===== src/rtl/lsu_pkg.sv =====
// Shared types and constants for the load/store unit.
// Latency: n/a (declarations only).
// Backpressure: n/a (declarations only).
package lsu_pkg;

  typedef enum logic [1:0] {
    ST_IDLE   = 2'd0,
    ST_ACCESS = 2'd1,
    ST_RESP   = 2'd2
  } lsu_state_t;

  // Data-memory size/sign codes: bit 2 requests sign extension on reads.
  localparam logic [2:0] SZ_B  = 3'b000;
  localparam logic [2:0] SZ_H  = 3'b001;
  localparam logic [2:0] SZ_W  = 3'b010;
  localparam logic [2:0] SZ_BS = 3'b100;
  localparam logic [2:0] SZ_HS = 3'b101;

  // RISC-V load funct3
  localparam logic [2:0] F3_LB  = 3'b000;
  localparam logic [2:0] F3_LH  = 3'b001;
  localparam logic [2:0] F3_LW  = 3'b010;
  localparam logic [2:0] F3_LBU = 3'b100;
  localparam logic [2:0] F3_LHU = 3'b101;

  // RISC-V store funct3
  localparam logic [2:0] F3_SB = 3'b000;
  localparam logic [2:0] F3_SH = 3'b001;
  localparam logic [2:0] F3_SW = 3'b010;

endpackage


===== src/rtl/lsu_decode.sv =====
// Decodes a memory request into DMEM size code, access width and error flag.
// Latency: purely combinational.
// Backpressure: none; evaluated every cycle on the request inputs.
// Ports: we/funct3/addr in; size (DMEM code), nbytes (1/2/4), err out.
module lsu_decode
  import lsu_pkg::*;
#(
  parameter int unsigned ADDR_LIMIT = 128
) (
  input  logic        we,
  input  logic [2:0]  funct3,
  input  logic [31:0] addr,
  output logic [2:0]  size,
  output logic [2:0]  nbytes,
  output logic        err
);

  logic        legal;
  logic [32:0] end_addr;

  always_comb begin
    size   = SZ_B;
    nbytes = 3'd1;
    legal  = 1'b0;
    if (we) begin
      case (funct3)
        F3_SB:   begin size = SZ_B; nbytes = 3'd1; legal = 1'b1; end
        F3_SH:   begin size = SZ_H; nbytes = 3'd2; legal = 1'b1; end
        F3_SW:   begin size = SZ_W; nbytes = 3'd4; legal = 1'b1; end
        default: ;
      endcase
    end else begin
      case (funct3)
        F3_LB:   begin size = SZ_BS; nbytes = 3'd1; legal = 1'b1; end
        F3_LH:   begin size = SZ_HS; nbytes = 3'd2; legal = 1'b1; end
        F3_LW:   begin size = SZ_W;  nbytes = 3'd4; legal = 1'b1; end
        F3_LBU:  begin size = SZ_B;  nbytes = 3'd1; legal = 1'b1; end
        F3_LHU:  begin size = SZ_H;  nbytes = 3'd2; legal = 1'b1; end
        default: ;
      endcase
    end
  end

  // One bit wider than the address so addresses near 2^32 cannot wrap into range.
  assign end_addr = {1'b0, addr} + {30'd0, nbytes};

  assign err = !legal
             || (nbytes == 3'd2 && addr[0])
             || (nbytes == 3'd4 && addr[1:0] != 2'b00)
             || (end_addr > 33'(ADDR_LIMIT));

endmodule


===== src/rtl/lsu_ctrl.sv =====
// Load/store controller between execute stage and a combinational-read DMEM.
// Latency: response valid 2 cycles after accept (1 cycle for erroneous requests).
// Backpressure: response held in RESP until resp_ready; no new accept until back in IDLE.
// Ports: req_* request handshake in, resp_* result handshake out, mem_* DMEM port.
module lsu_ctrl
  import lsu_pkg::*;
#(
  parameter int unsigned ADDR_LIMIT = 128
) (
  input  logic        clk,
  input  logic        rst,
  input  logic        req_valid,
  output logic        req_ready,
  input  logic        req_we,
  input  logic [2:0]  req_funct3,
  input  logic [31:0] req_addr,
  input  logic [31:0] req_wdata,
  output logic        resp_valid,
  input  logic        resp_ready,
  output logic [31:0] resp_rdata,
  output logic        resp_err,
  output logic [2:0]  mem_size,
  output logic        mem_rw,
  output logic [31:0] mem_addr,
  output logic [31:0] mem_wdata,
  input  logic [31:0] mem_rdata
);

  lsu_state_t  state, state_nxt;
  logic [2:0]  dec_size;
  logic [2:0]  dec_nbytes;
  logic        dec_err;
  logic        accept;
  logic        we_q;
  logic        err_q;
  logic [2:0]  size_q;
  logic [31:0] addr_q;
  logic [31:0] wdata_q;
  logic [31:0] rdata_q;

  lsu_decode #(.ADDR_LIMIT(ADDR_LIMIT)) u_decode (
    .we     (req_we),
    .funct3 (req_funct3),
    .addr   (req_addr),
    .size   (dec_size),
    .nbytes (dec_nbytes),
    .err    (dec_err)
  );

  assign accept = req_valid && req_ready;

  always_ff @(posedge clk) begin
    if (rst) state <= ST_IDLE;
    else     state <= state_nxt;
  end

  always_comb begin
    state_nxt  = state;
    req_ready  = 1'b0;
    resp_valid = 1'b0;
    // rst gates the write so a store caught in ACCESS by reset never reaches DMEM.
    mem_rw     = 1'b0;
    case (state)
      ST_IDLE: begin
        req_ready = 1'b1;
        if (req_valid) state_nxt = dec_err ? ST_RESP : ST_ACCESS;
      end
      ST_ACCESS: begin
        mem_rw    = we_q && !rst;
        state_nxt = ST_RESP;
      end
      ST_RESP: begin
        resp_valid = 1'b1;
        if (resp_ready) state_nxt = ST_IDLE;
      end
      default: state_nxt = ST_IDLE;
    endcase
  end

  always_ff @(posedge clk) begin
    if (rst) begin
      we_q    <= 1'b0;
      err_q   <= 1'b0;
      size_q  <= SZ_B;
      addr_q  <= '0;
      wdata_q <= '0;
      rdata_q <= '0;
    end else if (accept) begin
      we_q    <= req_we;
      err_q   <= dec_err;
      size_q  <= dec_size;
      addr_q  <= req_addr;
      wdata_q <= req_wdata;
      // Cleared here so an erroneous request, which skips ACCESS, reports zero.
      rdata_q <= '0;
    end else if (state == ST_ACCESS) begin
      rdata_q <= we_q ? 32'd0 : mem_rdata;
    end
  end

  // A request that decodes as legal is always a 1, 2 or 4 byte access.
  assert property (@(posedge clk) disable iff (rst)
    (accept && !dec_err) |-> (dec_nbytes inside {3'd1, 3'd2, 3'd4}));

  assign mem_size   = size_q;
  assign mem_addr   = addr_q;
  assign mem_wdata  = wdata_q;
  assign resp_rdata = rdata_q;
  assign resp_err   = err_q;

endmodule


===== config.mk =====
export PLATFORM = sky130hd
export DESIGN_NAME = lsu_ctrl
export DESIGN_NICKNAME = d
export VERILOG_FILES = /design/src/rtl/lsu_pkg.sv /design/src/rtl/lsu_decode.sv /design/src/rtl/lsu_ctrl.sv
export SDC_FILE = /design/constraint.sdc
export NUM_CORES = 1
export LEC_CHECK = 0
export CAP_MARGIN = 40
export CORE_MARGIN = 3
export CORE_UTILIZATION = 30
export CTS_BUF_LIST = sky130_fd_sc_hd__clkbuf_8
export DETAILED_ROUTE_END_ITERATION = 8
export HOLD_SLACK_MARGIN = 0.1
export PLACE_DENSITY = 0.61
export SLEW_MARGIN = 10
export SYNTH_ARGS = -nofsm -noshare
export SYNTH_HDL_FRONTEND = slang
export SYNTH_SLANG_ARGS = --single-unit

===== constraint.sdc =====
create_clock -name clk -period 2.9 [get_ports clk]
set_clock_uncertainty 0.05 [all_clocks]
set_input_delay 0.29 -clock clk [delete_from_list [all_inputs] [get_ports clk]]
set_output_delay 0.29 -clock clk [all_outputs]
set_load 0.05 [all_outputs]

==> results of run 1 <==
## per-layer routing
metal | vias up | part of all wire | track usage
li1 | 2167 | - | -
met1 | 2107 | 0.43 | 0.233
met2 | 163 | 0.48 | 0.290
met3 | 11 | 0.077 | 0.0552
met4 | 0 | 0.0076 | 0.0404
met5 | - | 0 | 0
## cells in the mapped netlist, types with 2 or more instances
library cell                instances  share of area
sky130_fd_sc_hd__a311oi_1           2         0.0040
sky130_fd_sc_hd__mux2i_1            3         0.0069
sky130_fd_sc_hd__a31oi_1            3         0.0043
sky130_fd_sc_hd__nor2b_1            2         0.0029
sky130_fd_sc_hd__nand3_1            6         0.0069
sky130_fd_sc_hd__or3_1              5         0.0072
sky130_fd_sc_hd__a22o_1            69           0.14
sky130_fd_sc_hd__a211o_1            4         0.0080
sky130_fd_sc_hd__nand2_1           12          0.010
sky130_fd_sc_hd__buf_2              5         0.0057
sky130_fd_sc_hd__nor2_1            43          0.037
sky130_fd_sc_hd__ha_1               3         0.0086
sky130_fd_sc_hd__nor3_1             7         0.0080
sky130_fd_sc_hd__nand2b_1           4         0.0057
sky130_fd_sc_hd__buf_1              6         0.0052
sky130_fd_sc_hd__nor3b_1           37          0.064
sky130_fd_sc_hd__nand4_1           10          0.014
sky130_fd_sc_hd__nor4_4             2         0.0097
sky130_fd_sc_hd__nor4_1             5         0.0072
sky130_fd_sc_hd__a211oi_1           3         0.0052
sky130_fd_sc_hd__a2bb2oi_1          2         0.0040
sky130_fd_sc_hd__a21oi_1           39          0.045
sky130_fd_sc_hd__dfxtp_1          103           0.47
sky130_fd_sc_hd__o21ai_0            2         0.0023
sky130_fd_sc_hd__or4_1              3         0.0052
sky130_fd_sc_hd__and2_1             2         0.0029
sky130_fd_sc_hd__and3_1             4         0.0057
sky130_fd_sc_hd__xnor2_1            6          0.012
sky130_fd_sc_hd__clkbuf_1          22          0.019
sky130_fd_sc_hd__inv_1              8         0.0069
sky130_fd_sc_hd__and4_1             4         0.0080
## cells in the final DEF, fill, tap and decap left out, types with 2 or more instances in the layout
cell type / n
sky130_fd_sc_hd__a22o_1: 69
sky130_fd_sc_hd__a21oi_1: 36
sky130_fd_sc_hd__a211o_1: 4
sky130_fd_sc_hd__a31oi_1: 3
sky130_fd_sc_hd__o21ai_0: 2
sky130_fd_sc_hd__nor3b_1: 36
sky130_fd_sc_hd__mux2i_1: 3
sky130_fd_sc_hd__clkdlybuf4s50_1: 199
sky130_fd_sc_hd__nor3_1: 7
sky130_fd_sc_hd__buf_6: 4
sky130_fd_sc_hd__nor4_4: 2
sky130_fd_sc_hd__or3_1: 5
sky130_fd_sc_hd__buf_4: 50
sky130_fd_sc_hd__or4_1: 3
sky130_fd_sc_hd__a2bb2oi_1: 2
sky130_fd_sc_hd__dfxtp_1: 103
sky130_fd_sc_hd__nor4_1: 4
sky130_fd_sc_hd__a211oi_1: 3
sky130_fd_sc_hd__nand2_1: 12
sky130_fd_sc_hd__inv_8: 2
sky130_fd_sc_hd__xnor2_1: 6
sky130_fd_sc_hd__nand4_1: 10
sky130_fd_sc_hd__nor2_4: 2
sky130_fd_sc_hd__inv_1: 7
sky130_fd_sc_hd__inv_6: 2
sky130_fd_sc_hd__and3_1: 4
sky130_fd_sc_hd__a311oi_1: 2
sky130_fd_sc_hd__nand3_1: 6
sky130_fd_sc_hd__nand2b_1: 2
sky130_fd_sc_hd__ha_2: 2
sky130_fd_sc_hd__and4_1: 4
sky130_fd_sc_hd__a21oi_4: 2
sky130_fd_sc_hd__clkbuf_8: 9
sky130_fd_sc_hd__nor2b_1: 2
sky130_fd_sc_hd__nor2_1: 41
## final cells by class
class	count	area (um^2)	area share
Tap cell	180	225	0.0312
Clock inverter	7	95.1	0.0132
Timing Repair Buffer	257	2460	0.340
Multi-Input combinational cell	305	2230	0.309
Sequential cell	103	2060	0.285
Inverter	8	30.0	0.00416
Clock buffer	9	124	0.0171
## worst min-delay path, delay by kind of cell
family                 cells  cell delay (ps)
buffers and inverters      2              200
AO/OA/AOI/OAI              1              110
## worst max path at each step
stage | from | end | slack, ps | cells past startpoint
after floorplan | req_funct3[2] | state[1]$_SDFFE_PP0P_ | 40 | 13
after global placement | req_we | state[1]$_SDFFE_PP0P_ | -800 | 14
after detailed placement | req_we | state[1]$_SDFFE_PP0P_ | -800 | 14
after CTS | req_funct3[0] | state[1]$_SDFFE_PP0P_ | 7 | 13
after global routing | req_funct3[2] | state[1]$_SDFFE_PP0P_ | -10 | 15
final | req_funct3[2] | state[1]$_SDFFE_PP0P_ | 90 | 15
## report_power, final
part / internal, mW / switching, mW / total [mW]
clock network: 0.430 / 0.558 / 0.988
registers: 1.48 / 0.0364 / 1.51
logic: 0.360 / 0.449 / 0.809
## cell families (layout without fill, tap and decap cells)
group	after synthesis	in the layout
xor+xnor	7	7
mux	3	3
fa+ha+maj	4	4
simple gates	153	153
buf+inv	41	281
compound gates	138	138
flops	103	103
## sequential cells by signal, summed over array words and instances (netlist names)
name        count
mem_size        3
resp_rdata     32
state           2
we_q            1
resp_err        1
mem_wdata      32
mem_addr       32
## through the flow
step                      hold slack (ps)  instance area (um^2)  TNS (ps)
final                                 202                  7230         0
after global routing                  185                  7230     -12.9
after CTS                             193                  7170         0
after detailed placement              413                  6930     -2150
after global placement                413                  6930     -2150
after floorplan                       366                  4380         0
## repair_timing
item                                    CTS  global route
setup buffers                             2             1
endpoints found under the setup margin    3             3
gates cloned                              0             0
pin swaps                                 8            14
resized for setup                        22            19
==> impl_metrics.env, run 1 <==
export IMPL_avgRoutedWirePerCell_um=16.9
export IMPL_cpPeakStageDelay_ps=360
export IMPL_run_status="complete, no violations"
export IMPL_drc=0
export IMPL_end_kind="flip-flop"
export IMPL_synth_cell_types=54
export IMPL_syn_area_per_cell_um2=9.73
export IMPL_final_period_minus_worst_setup_slack_ps=2810
export IMPL_critical_path_startpoint_type="input pin"
export IMPL_antenna_violations_before_repair=0
export IMPL_crit_path_cells="buf_6 > a21oi_4 > and2_4 > nor2_4 > ha_2 > inv_2 > fa_2 > buf_6 > nor2b_4 > o21ai_2 > or3_1 > a221o_1 > nor4_2 > nand4_1 > a211o_1"
export IMPL_postSynthCellCount=449
export IMPL_global_route_wire_length_before_repair_um=23200
export IMPL_worstSkewPairLatency_ps=370
export IMPL_timing_final_crit_share=0.968
export IMPL_clk_path_buf_depth=2
export IMPL_via_count_of_the_first_global_routing_pass=4454
export IMPL_final_layout_size_suffix_gt1_frac=0.144
export IMPL_antenna_violating_nets_post_route=0
export IMPL_start_util=0.311
export IMPL_regToRegSetupSlack_ps=1100
export IMPL_finalWorstSetupSlack_ps=92.7
export IMPL_place_detailed_hpwl_um=11100
export IMPL_synth_xor_xnor_area_share=0.0140
export IMPL_combinational_family_with_the_most_area_after_synthesis="compound AO/OA/AOI/OAI gates"
export IMPL_pre_cts_ws_ps=-798
export IMPL_power_ir_vdd_worst_mv=0.276
export IMPL_timing_final_setup_violations=0
export IMPL_synth_compound_area_frac=0.244
export IMPL_grt_remaining_overflow=0
export IMPL_ioPinCount=207
export IMPL_numPlacedInstances=850
export IMPL_timing_hold_violations_final=0
export IMPL_path_max_fanout=4
export IMPL_whs_endpoint="we_q$_SDFFE_PP0P_"
export IMPL_routed_via_density=5.12
export IMPL_fillers=1310
export IMPL_hold_class="in2reg"
export IMPL_die_height_um=127
export IMPL_worst_path_max_delay_cell="sky130_fd_sc_hd__a221o_1"
export IMPL_max_slew_headroom=0.528
export IMPL_synth_warn=0
export IMPL_cts_root_buffer_cell="sky130_fd_sc_hd__clkbuf_8"
export IMPL_crit_family="simple AND/OR/NAND/NOR gates"
export IMPL_worst_path_buf_inv=3
export IMPL_worst_ep_required_time_ps=3130
export IMPL_report_power_total_mw=3.31
export IMPL_synth_simple_gate_area_share=0.213
export IMPL_critical_path_class="in2reg"
export IMPL_drt_iter0_drc=208
export IMPL_gpl_final_weighted_congestion=0.875
export IMPL_numPortBuffers=206
export IMPL_fin_nets=792
export IMPL_antennaDiodeCount=0
export IMPL_report_final_slew_viol_count=0
export IMPL_worst_hold_startpoint="req_we"
export IMPL_r2r_end="resp_rdata[6]$_SDFFE_PP0P_"
export IMPL_cts_hold_repair_buffers=0
export IMPL_route_final_wire_length_um=14700
export IMPL_numCtsBuffers=9
export IMPL_syn_area_mm2=0.00437
export IMPL_worst_slew_pin_transition_ps=708
export IMPL_grt_start_max_net_pins=70
export IMPL_grt_use_total=0.178
export IMPL_max_freq_ghz=0.356
export IMPL_row_count=43
export IMPL_post_layout_nonfiller_instances=869
export IMPL_clk_pin_slew_worst_paths_ps=100
export IMPL_synth_net_count=557
export IMPL_syn2layout_area_growth_pct=65.5
export IMPL_leakagePower_nw=2.69
export IMPL_initial_drt_pass_iterations=4
export IMPL_cts_sinks=103
export IMPL_max_cap_viol_count=0
export IMPL_htree_num_levels=3
export IMPL_ys_dominant_reg_cell="sky130_fd_sc_hd__dfxtp_1"
export IMPL_critPathMostFrequentCell="sky130_fd_sc_hd__buf_6"
export IMPL_die_width_um=127
export IMPL_floorplan_die_area_mm2=0.0160
export IMPL_ys_seq_area_frac=0.472
export IMPL_critical_path_arrival_ps=3030
export IMPL_synthArstFlopShare=0
export IMPL_worst_r2r_startpoint="state[1]$_SDFFE_PP0P_"
export IMPL_synth_edff_count=0
export IMPL_whs_path_depth=3
export IMPL_vias=4448
export IMPL_yosys_area_share_adder=0.0132
export IMPL_placeableCoreArea_mm2=0.0140
export IMPL_power_per_cell_area_mw_per_mm2=458
export IMPL_worst_r2r_cell_count=5
export IMPL_muxShareOfSynthArea=0.00688
export IMPL_cts_tree="yes"
export IMPL_final_util=0.515
export IMPL_synth_seq_cells=103
No activity file was read; power rests on OpenSTA's default activity.
==> inputs of run 2 (changes only) <==
--- a/config.mk
+++ b/config.mk
@@ -11,7 +11,7 @@
 export CTS_BUF_LIST = sky130_fd_sc_hd__clkbuf_8
 export DETAILED_ROUTE_END_ITERATION = 8
 export HOLD_SLACK_MARGIN = 0.1
-export PLACE_DENSITY = 0.61
+export PLACE_DENSITY = 0.59
 export SLEW_MARGIN = 10
 export SYNTH_ARGS = -nofsm -noshare
 export SYNTH_HDL_FRONTEND = slang
==> constraint.sdc (replaced) <==
create_clock -name clk -period 3.44 [get_ports clk]
set_clock_uncertainty 0.05 [all_clocks]
set_input_delay 0.344 -clock clk [delete_from_list [all_inputs] [get_ports clk]]
set_output_delay 0.344 -clock clk [all_outputs]
set_load 0.05 [all_outputs]
==> run 2 against run 1 <==
  * Register-to-register slack better by 420 ps
  * Global-route usage is 0.24 points higher
  * Sequential power is 16% lower
  * Sequential share of layout area is 1.0 points higher
  * Design area is 3.4% lower
  * Largest power group unchanged
==> impl_metrics.env, run 2 (same netlist as run 1, synthesis figures left out) <==
export IMPL_run_status="complete, no violations"
export IMPL_antenna_violating_nets_post_route=0
export IMPL_global_route_wire_length_before_repair_um=23300
export IMPL_report_final_slew_viol_count=0
export IMPL_syn2layout_area_growth_pct=59.9
export IMPL_critical_path_arrival_ps=3410
export IMPL_avgRoutedWirePerCell_um=17.3
export IMPL_worst_r2r_startpoint="state[1]$_SDFFE_PP0P_"
export IMPL_place_detailed_hpwl_um=10900
export IMPL_grt_use_total=0.180
export IMPL_worst_path_max_delay_cell="sky130_fd_sc_hd__clkdlybuf4s50_1"
export IMPL_worstSkewPairLatency_ps=370
export IMPL_crit_path_cells="clkdlybuf4s50_1 > and2_1 > nor2_1 > ha_2 > inv_1 > fa_2 > nand2b_4 > a2111oi_4 > nand2_1 > or3_4 > a221oi_2 > nand4_1 > a211o_1"
export IMPL_critical_path_startpoint="req_funct3[0]"
export IMPL_fillers=1312
export IMPL_place_area_mm2=0.00676
export IMPL_crit_family="simple AND/OR/NAND/NOR gates"
export IMPL_start_util=0.311
export IMPL_end_kind="flip-flop"
export IMPL_via_count_of_the_first_global_routing_pass=4307
export IMPL_timing_final_crit_share=0.930
export IMPL_numPlacedInstances=829
export IMPL_critical_path_startpoint_type="input pin"
export IMPL_final_cell_mix="203 x sky130_fd_sc_hd__clkdlybuf4s50_1, 103 x sky130_fd_sc_hd__dfxtp_1, 69 x sky130_fd_sc_hd__a22o_1"
export IMPL_ioPinCount=207
export IMPL_cpPeakStageDelay_ps=450
export IMPL_worst_path_buf_inv=2
export IMPL_layout_commonest_cell="sky130_fd_sc_hd__clkdlybuf4s50_1"
export IMPL_grt_start_max_net_pins=66
export IMPL_fin_nets=768
export IMPL_final_layout_size_suffix_gt1_frac=0.0949
export IMPL_drc=0
export IMPL_row_count=43
export IMPL_timing_hold_violations_final=0
export IMPL_gpl_final_weighted_congestion=0.876
export IMPL_antennaDiodeCount=0
export IMPL_final_period_minus_worst_setup_slack_ps=3200
export IMPL_max_cap_viol_count=0
export IMPL_worst_hold_startpoint="req_funct3[1]"
export IMPL_power_per_cell_area_mw_per_mm2=380
export IMPL_max_freq_ghz=0.313
export IMPL_cts_root_buffer_cell="sky130_fd_sc_hd__clkbuf_8"
export IMPL_clk_pin_slew_worst_paths_ps=100
export IMPL_rsz0062_at_grt="no"
export IMPL_vias=4382
export IMPL_path_max_fanout=3
export IMPL_worst_ep_required_time_ps=3660
export IMPL_grt_remaining_overflow=0
export IMPL_drt_iter0_drc=287
export IMPL_power_ir_vdd_worst_mv=0.208
export IMPL_route_final_wire_length_um=14600
export IMPL_die_height_um=127
export IMPL_antenna_violations_before_repair=0
export IMPL_holdWs_ps=434
export IMPL_cts_setup_buffers=0
export IMPL_initial_drt_pass_iterations=5
export IMPL_floorplan_die_area_mm2=0.0160
export IMPL_die_width_um=127
export IMPL_max_slew_headroom=0.544
export IMPL_cts_sinks=103
export IMPL_critical_path_class="in2reg"
export IMPL_htree_num_levels=3
export IMPL_placeableCoreArea_mm2=0.0140
export IMPL_hold_class="in2reg"
export IMPL_numPortBuffers=206
export IMPL_layout_cell_area_non_filler_mm2=0.00698
export IMPL_worst_slew_pin_transition_ps=682
export IMPL_numCtsBuffers=9
export IMPL_post_layout_nonfiller_instances=844
export IMPL_leakagePower_nw=2.54
export IMPL_clk_path_buf_depth=2
export IMPL_cts_tree="yes"
export IMPL_timing_final_setup_violations=0
export IMPL_routed_via_density=5.19
-- run 2: cell type report --
cell class | instances | area, um^2 | area share
repair buffers | 233 | 2280 | 0.327
multi-input cells | 305 | 2200 | 0.315
clock buffers | 10 | 138 | 0.0197
well taps | 180 | 225 | 0.0323
clock inverters | 5 | 43.8 | 0.00627
flip-flops and latches | 103 | 2060 | 0.295
inverters | 8 | 30.0 | 0.00430
-- run 2: where the power goes --
part | leakage [nW] | switching (mW) | internal, mW
Sequential | 0.841 | 0.0288 | 1.25
Clock | 0.0865 | 0.432 | 0.287
Combinational | 1.62 | 0.374 | 0.282
Total | 2.54 | 0.835 | 1.81
-- run 2: through the flow --
| stage | power (mW) | TNS, ps | util | setup WS, ps |
|---|---|---|---|---|
| 2_1_floorplan | 1.64 | 0 | - | 349 |
| 3_3_place_gp | 1.95 | -1140 | 0.481 | -463 |
| 3_5_place_dp | 1.96 | -1400 | 0.481 | -557 |
| 4_1_cts | 2.69 | 0 | 0.495 | 45.1 |
| 5_1_grt | 2.78 | 0 | 0.497 | 45.1 |
| 6_report | 2.65 | 0 | 0.497 | 242 |
-- run 2: per-layer routing --
metal  global-route usage  vias to the layer above  share of wire
li1                     -                     2111              -
met1                0.233                     2081           0.43
met2                0.300                      181           0.48
met3               0.0535                        9          0.079
met4               0.0379                        0         0.0093
met5                    0                        -              0
-- run 2: path summary, 6_finish.rpt --
kind,endpoint,slack [ps],depth (start not counted)
worst max-delay path,state[1]$_SDFFE_PP0P_,240,13
worst min-delay path,mem_size[2]$_SDFFE_PP0P_,430,4
worst max register to register,mem_wdata[11]$_SDFFE_PP0P_,1520,5
worst min register to register,mem_addr[29]$_SDFFE_PP0P_,440,1
-- run 2: worst register-to-register path: stages (launching register included) --
cell and delay [ps]:
sky130_fd_sc_hd__dfxtp_1 340, sky130_fd_sc_hd__nor2_1 260, sky130_fd_sc_hd__nand2_1 180, sky130_fd_sc_hd__nor2_4 560, sky130_fd_sc_hd__buf_12 310, sky130_fd_sc_hd__a22o_1 180
-- run 2: timing repair --
item	4_1_cts	5_1_grt
endpoints found under the setup margin	2	3
hold endpoints to repair	0	0
resized for setup	3	7
hold buffers	0	0
pin swaps	1	9
==> edit 1: new RTL, flow settings as in run 1 <==
The 3 states of `lsu_state_t` get a one-hot encoding in 3 bits.
--- a/src/rtl/lsu_pkg.sv
+++ b/src/rtl/lsu_pkg.sv
@@ -3,10 +3,10 @@
 // Backpressure: n/a (declarations only).
 package lsu_pkg;
 
-  typedef enum logic [1:0] {
-    ST_IDLE   = 2'd0,
-    ST_ACCESS = 2'd1,
-    ST_RESP   = 2'd2
+  typedef enum logic [2:0] {
+    ST_IDLE   = 3'b001,
+    ST_ACCESS = 3'b010,
+    ST_RESP   = 3'b100
   } lsu_state_t;
 
   // Data-memory size/sign codes: bit 2 requests sign extension on reads.
Check against the original RTL: same outputs for any inputs over 10 cycles, from zero or initial values and one cycle with rst high; not proved beyond that.
==> edit 1 against run 1 <==
- fmax increased by 0.18%
- sequential cell count is 1 higher
- total power fell by 1.2%
- design area grew 1.7%
- routed wire length rose by 6.8%
- area after synthesis grew 5.1%
- critical path type unchanged
- worst setup slack better by 0.0051 ns
- combinational power increased by 2%
==> edit 1: results <==
{
  "ir_drop_mv": 0.2867,
  "routed_wirelength_mm": 15.69,
  "synth_flop_cell": "dfxtp_1",
  "wl_met1_mm": 6.684,
  "synth_warnings": 0,
  "grt_usage_pct": 18.33,
  "cts-htree-levels": 3,
  "drtIter0Drc": 209,
  "syn_inst": 589,
  "instances_no_fill": 1001,
  "wl_met3_mm": 1.124,
  "p_leak_nw": 2.610,
  "cpPeakStageDelay_ns": 0.35,
  "ys_top_cells_by_area": "dfxtp_1 (45%), nand2_1 (14%), a21oi_1 (12%)",
  "cpMaxStageDelayCell": "fa_2",
  "async_flop_share_pct": 0,
  "cts_buffer_depth": 2,
  "wl_met2_mm": 7.589,
  "portBuffers": 206,
  "grt_pass1_vias": 4743,
  "gp_congestion": 0.9163,
  "dp_cells": 980,
  "antenna_found_initial": 2,
  "numCtsBuffers": 9,
  "worst_hold_path_type": "in2reg",
  "layout.nets": 919,
  "tightest_slew_ns": 0.5978,
  "layout-drive-gt1-share_pct": 11.03,
  "yosys-top-cells-count": "nand2_1 (174), a21oi_1 (110), dfxtp_1 (104), nand3b_1 (34), clkbuf_1 (32)",
  "top_layer_used": "met5",
  "grt_max_degree": 53,
  "yosysUniqueCellTypes": 54,
  "synth_seq_area_share_pct": 45.37,
  "clkTransAtPathRegs_ns": 0.11,
  "grt_pass1_wl_mm": 24.44,
  "insertion_delay_ns": 0.39,
  "crit_arrival_ns": 3.06,
  "critPathMaxFanout": 3,
  "drtPass1Iterations": 4,
  "status": "finished clean",
  "ctsRootBufferMaster": "clkbuf_8",
  "synth_nets": 697,
  "vias_per_cell": 4.907,
  "hpwlAfterDp_mm": 11.80
}
==> edit 1: changes by cell type in the layout (fill, tap and decap cells not counted), sizes merged, moves of 4 or more <==
cell | before | now
a21oi | 39 | 110
a22o | 69 | 0
buf | 56 | 45
inv | 13 | 9
nand2 | 12 | 174
nand3 | 8 | 13
nand3b | 0 | 34
nand4 | 11 | 7
nor2 | 43 | 14
nor3 | 7 | 11
nor3b | 37 | 5
==> edit 1: final timing paths <==
kind | from | endpoint | slack (ns) | cells past startpoint
worst max-delay path | req_we | resp_err | 0.1 | 15
worst min-delay path | req_funct3[2] | mem_size[2] | 0.38 | 5
worst max register to register | state[2] | resp_rdata[6] | 0.65 | 5
worst min register to register | mem_wdata[13] | mem_wdata[13] | 0.41 | 2
==> edit 1: worst max-delay path: cells and delay by family <==
| kind | cells | cell delay [ns] |
|---|---|---|
| buffers and inverters | 5 | 0.78 |
| adders and majority gates | 1 | 0.35 |
| AOI/OAI and AO/OA | 5 | 1.21 |
| and+or+nand+nor | 4 | 0.44 |
==> edit 1: stage by stage <==
step,setup WS [ns],setup TNS (ns),area [µm²]
CTS,0.02821,0,7342
detailed placement,-0.7461,-2.228,7030
global placement,-0.6741,-1.912,7030
global route,-0.004565,-0.004565,7351
finish,0.09777,0,7351
floorplan,0.02278,0,4591
==> edit 1: repair_timing <==
action	in CTS	in global routing
gates resized for setup	18	6
setup buffers	4	0
setup endpoints to repair	3	3
pin swaps	13	5
gates cloned	0	0
==> edit 1: metal layers <==
layer	global-route usage (%)	up-vias
met5	0	-
met4	5.562	2
met3	6.307	19
met2	31.42	148
met1	21.65	2283
li1	-	2460
==> edit 1: cell families (layout without fill, tap and decap cells) <==
logic type / Yosys count / after routing / share of synthesized area [%]
compound gates: 134 / 134 / 16.17
xor+xnor: 6 / 6 / 1.145
fa+ha+maj: 4 / 4 / 1.254
buf+inv: 47 / 274 / 4.280
flops: 104 / 104 / 45.37
mux: 7 / 7 / 1.554
other cells: 0 / 1 / 0
simple gates: 287 / 287 / 30.23
==> edit 1: cell type report <==
cell class / instances / area, µm²
inverter: 8 / 30.03
multi-input combinational: 438 / 2414
fill: 1434 / 7403
tap: 184 / 230.2
clock inverter: 6 / 60.06
antenna: 1 / 2.502
sequential: 104 / 2082
timing repair buffer: 250 / 2395
clock buffer: 10 / 137.6
==> edit 1: power by group <==
group,switching (W),internal (W),leakage (nW),total (W)
sequential,0.0000317,0.00149,0.848,0.00152
combinational,0.000482,0.000340,1.66,0.000822
clock,0.000510,0.000419,0.103,0.000929
==> edit 2: new RTL, settings of run 1 <==
Without the edit above. Make the reset (`rst`) asynchronous in 2 clocked blocks.
--- a/src/rtl/lsu_ctrl.sv
+++ b/src/rtl/lsu_ctrl.sv
@@ -49,7 +49,7 @@
 
   assign accept = req_valid && req_ready;
 
-  always_ff @(posedge clk) begin
+  always_ff @(posedge clk or posedge rst) begin
     if (rst) state <= ST_IDLE;
     else     state <= state_nxt;
   end
@@ -77,7 +77,7 @@
     endcase
   end
 
-  always_ff @(posedge clk) begin
+  always_ff @(posedge clk or posedge rst) begin
     if (rst) begin
       we_q    <= 1'b0;
       err_q   <= 1'b0;
Formal check against the unedited RTL: differs if rst is asserted again (counterexample within 4 cycles, from zero or initial values and one cycle with rst high); with rst held inactive, the same outputs for 10 cycles.
==> edit 2 against run 1 <==
- area after synthesis up 8.2%
- cell count grew 9.4%
- sequential cell count stayed put
- design area is 3.2% higher
- routed wire length is 3.1% higher
- utilization is 2.7 points lower
- worst setup slack gained 0.018 ns
- die area up 7.8%
Power is not compared: it rests on default switching activity, and its combinational part moved more than twofold at a synthesized area within 25%.
==> edit 2: results <==
{
  "place_area_um2": 7203,
  "grtUsageMet3_pct": 5.168,
  "async_flop_share_pct": 100.0,
  "crit_end": "state[0]",
  "dp_slack_ns": -0.6754,
  "antenna_found_initial": 0,
  "worst_r2r_endpoint": "mem_addr[11]",
  "layout-drive-gt1-share_pct": 10.41,
  "min-delay-start": "req_funct3[1]",
  "yosys-top-cells-count": "nand2_1 (201), dfrtp_1 (103), a22o_1 (33), clkbuf_1 (17), nor2_1 (15)",
  "grt_usage_pct": 18.00,
  "portBuffers": 206,
  "ctsRootBufferMaster": "clkbuf_8",
  "critPathMaxFanout": 7,
  "synth_nets": 618,
  "status": "finished clean",
  "wl_met1_mm": 6.798,
  "post_cts_resized": 11,
  "grt_pass1_wl_mm": 25.56,
  "tightest_slew_ns": 0.6422,
  "synth_seq_area_share_pct": 54.56,
  "cp-startpoint": "req_we",
  "hold_ws_ns": 0.1062,
  "use_met2_pct": 29.94,
  "wl_met2_mm": 7.351,
  "top_layer_used": "met4",
  "grt_max_degree": 66,
  "reg2reg_from": "state[1]",
  "route.detailed.wl_per_inst_um": 15.93,
  "ys_top_cells_by_area": "dfrtp_1 (55%), nand2_1 (16%), a22o_1 (6.1%)",
  "combPwrFrac_pct": 39.0,
  "grt_pass1_vias": 4742,
  "layout.nets": 844,
  "timing.final.ws_setup_ns": 0.1111,
  "grtUsageMet1_pct": 23.66,
  "wl_met3_um": 842,
  "cts_buffer_depth": 2,
  "hpwlAfterDp_mm": 11.27,
  "drtPass1Iterations": 4,
  "drtIter0Drc": 235,
  "min_to": "mem_size[2]",
  "vias": 4557,
  "r2r_setup_slack_ns": 1.11,
  "gp_congestion": 0.9062,
  "yosysUniqueCellTypes": 55,
  "hold_path_depth": 2
}
[edit 2: cell type report]
type	instances	area [µm²]
inverter	8	33.78
tap	211	264.0
sequential	103	2577
clock buffer	9	123.9
timing repair buffer	241	2337
fill	1464	7854
multi-input combinational	373	2054
clock inverter	6	70.07
[edit 2: cell families after synthesis]
kind of cell	Yosys count	share of synthesized area (%)
simple gates	279	26.35
compound gates	80	12.79
buf+inv	34	3.125
mux	4	0.8475
xor+xnor	6	1.112
fa+ha+maj	4	1.218
flops	103	54.56
[edit 2: critical path, stage by stage]
cell      delay [ns]
clkbuf_2        0.12
a21oi_4         0.17
nand2_2         0.08
inv_2           0.06
nor2_2          0.04
ha_2            0.18
inv_1           0.07
fa_2            0.22
nor2b_4         0.07
or4_4           0.41
a211oi_2        0.19
o211ai_1        0.13
a22o_1          0.25
or4b_4          0.53
nor4_4          0.21
[edit 2: through the flow]
stage	setup TNS, ns	std cells
finish	0	951
global placement	-1.643	932
detailed placement	-1.875	932
CTS	0	949
global route	-0.01206	951
floorplan	0	510
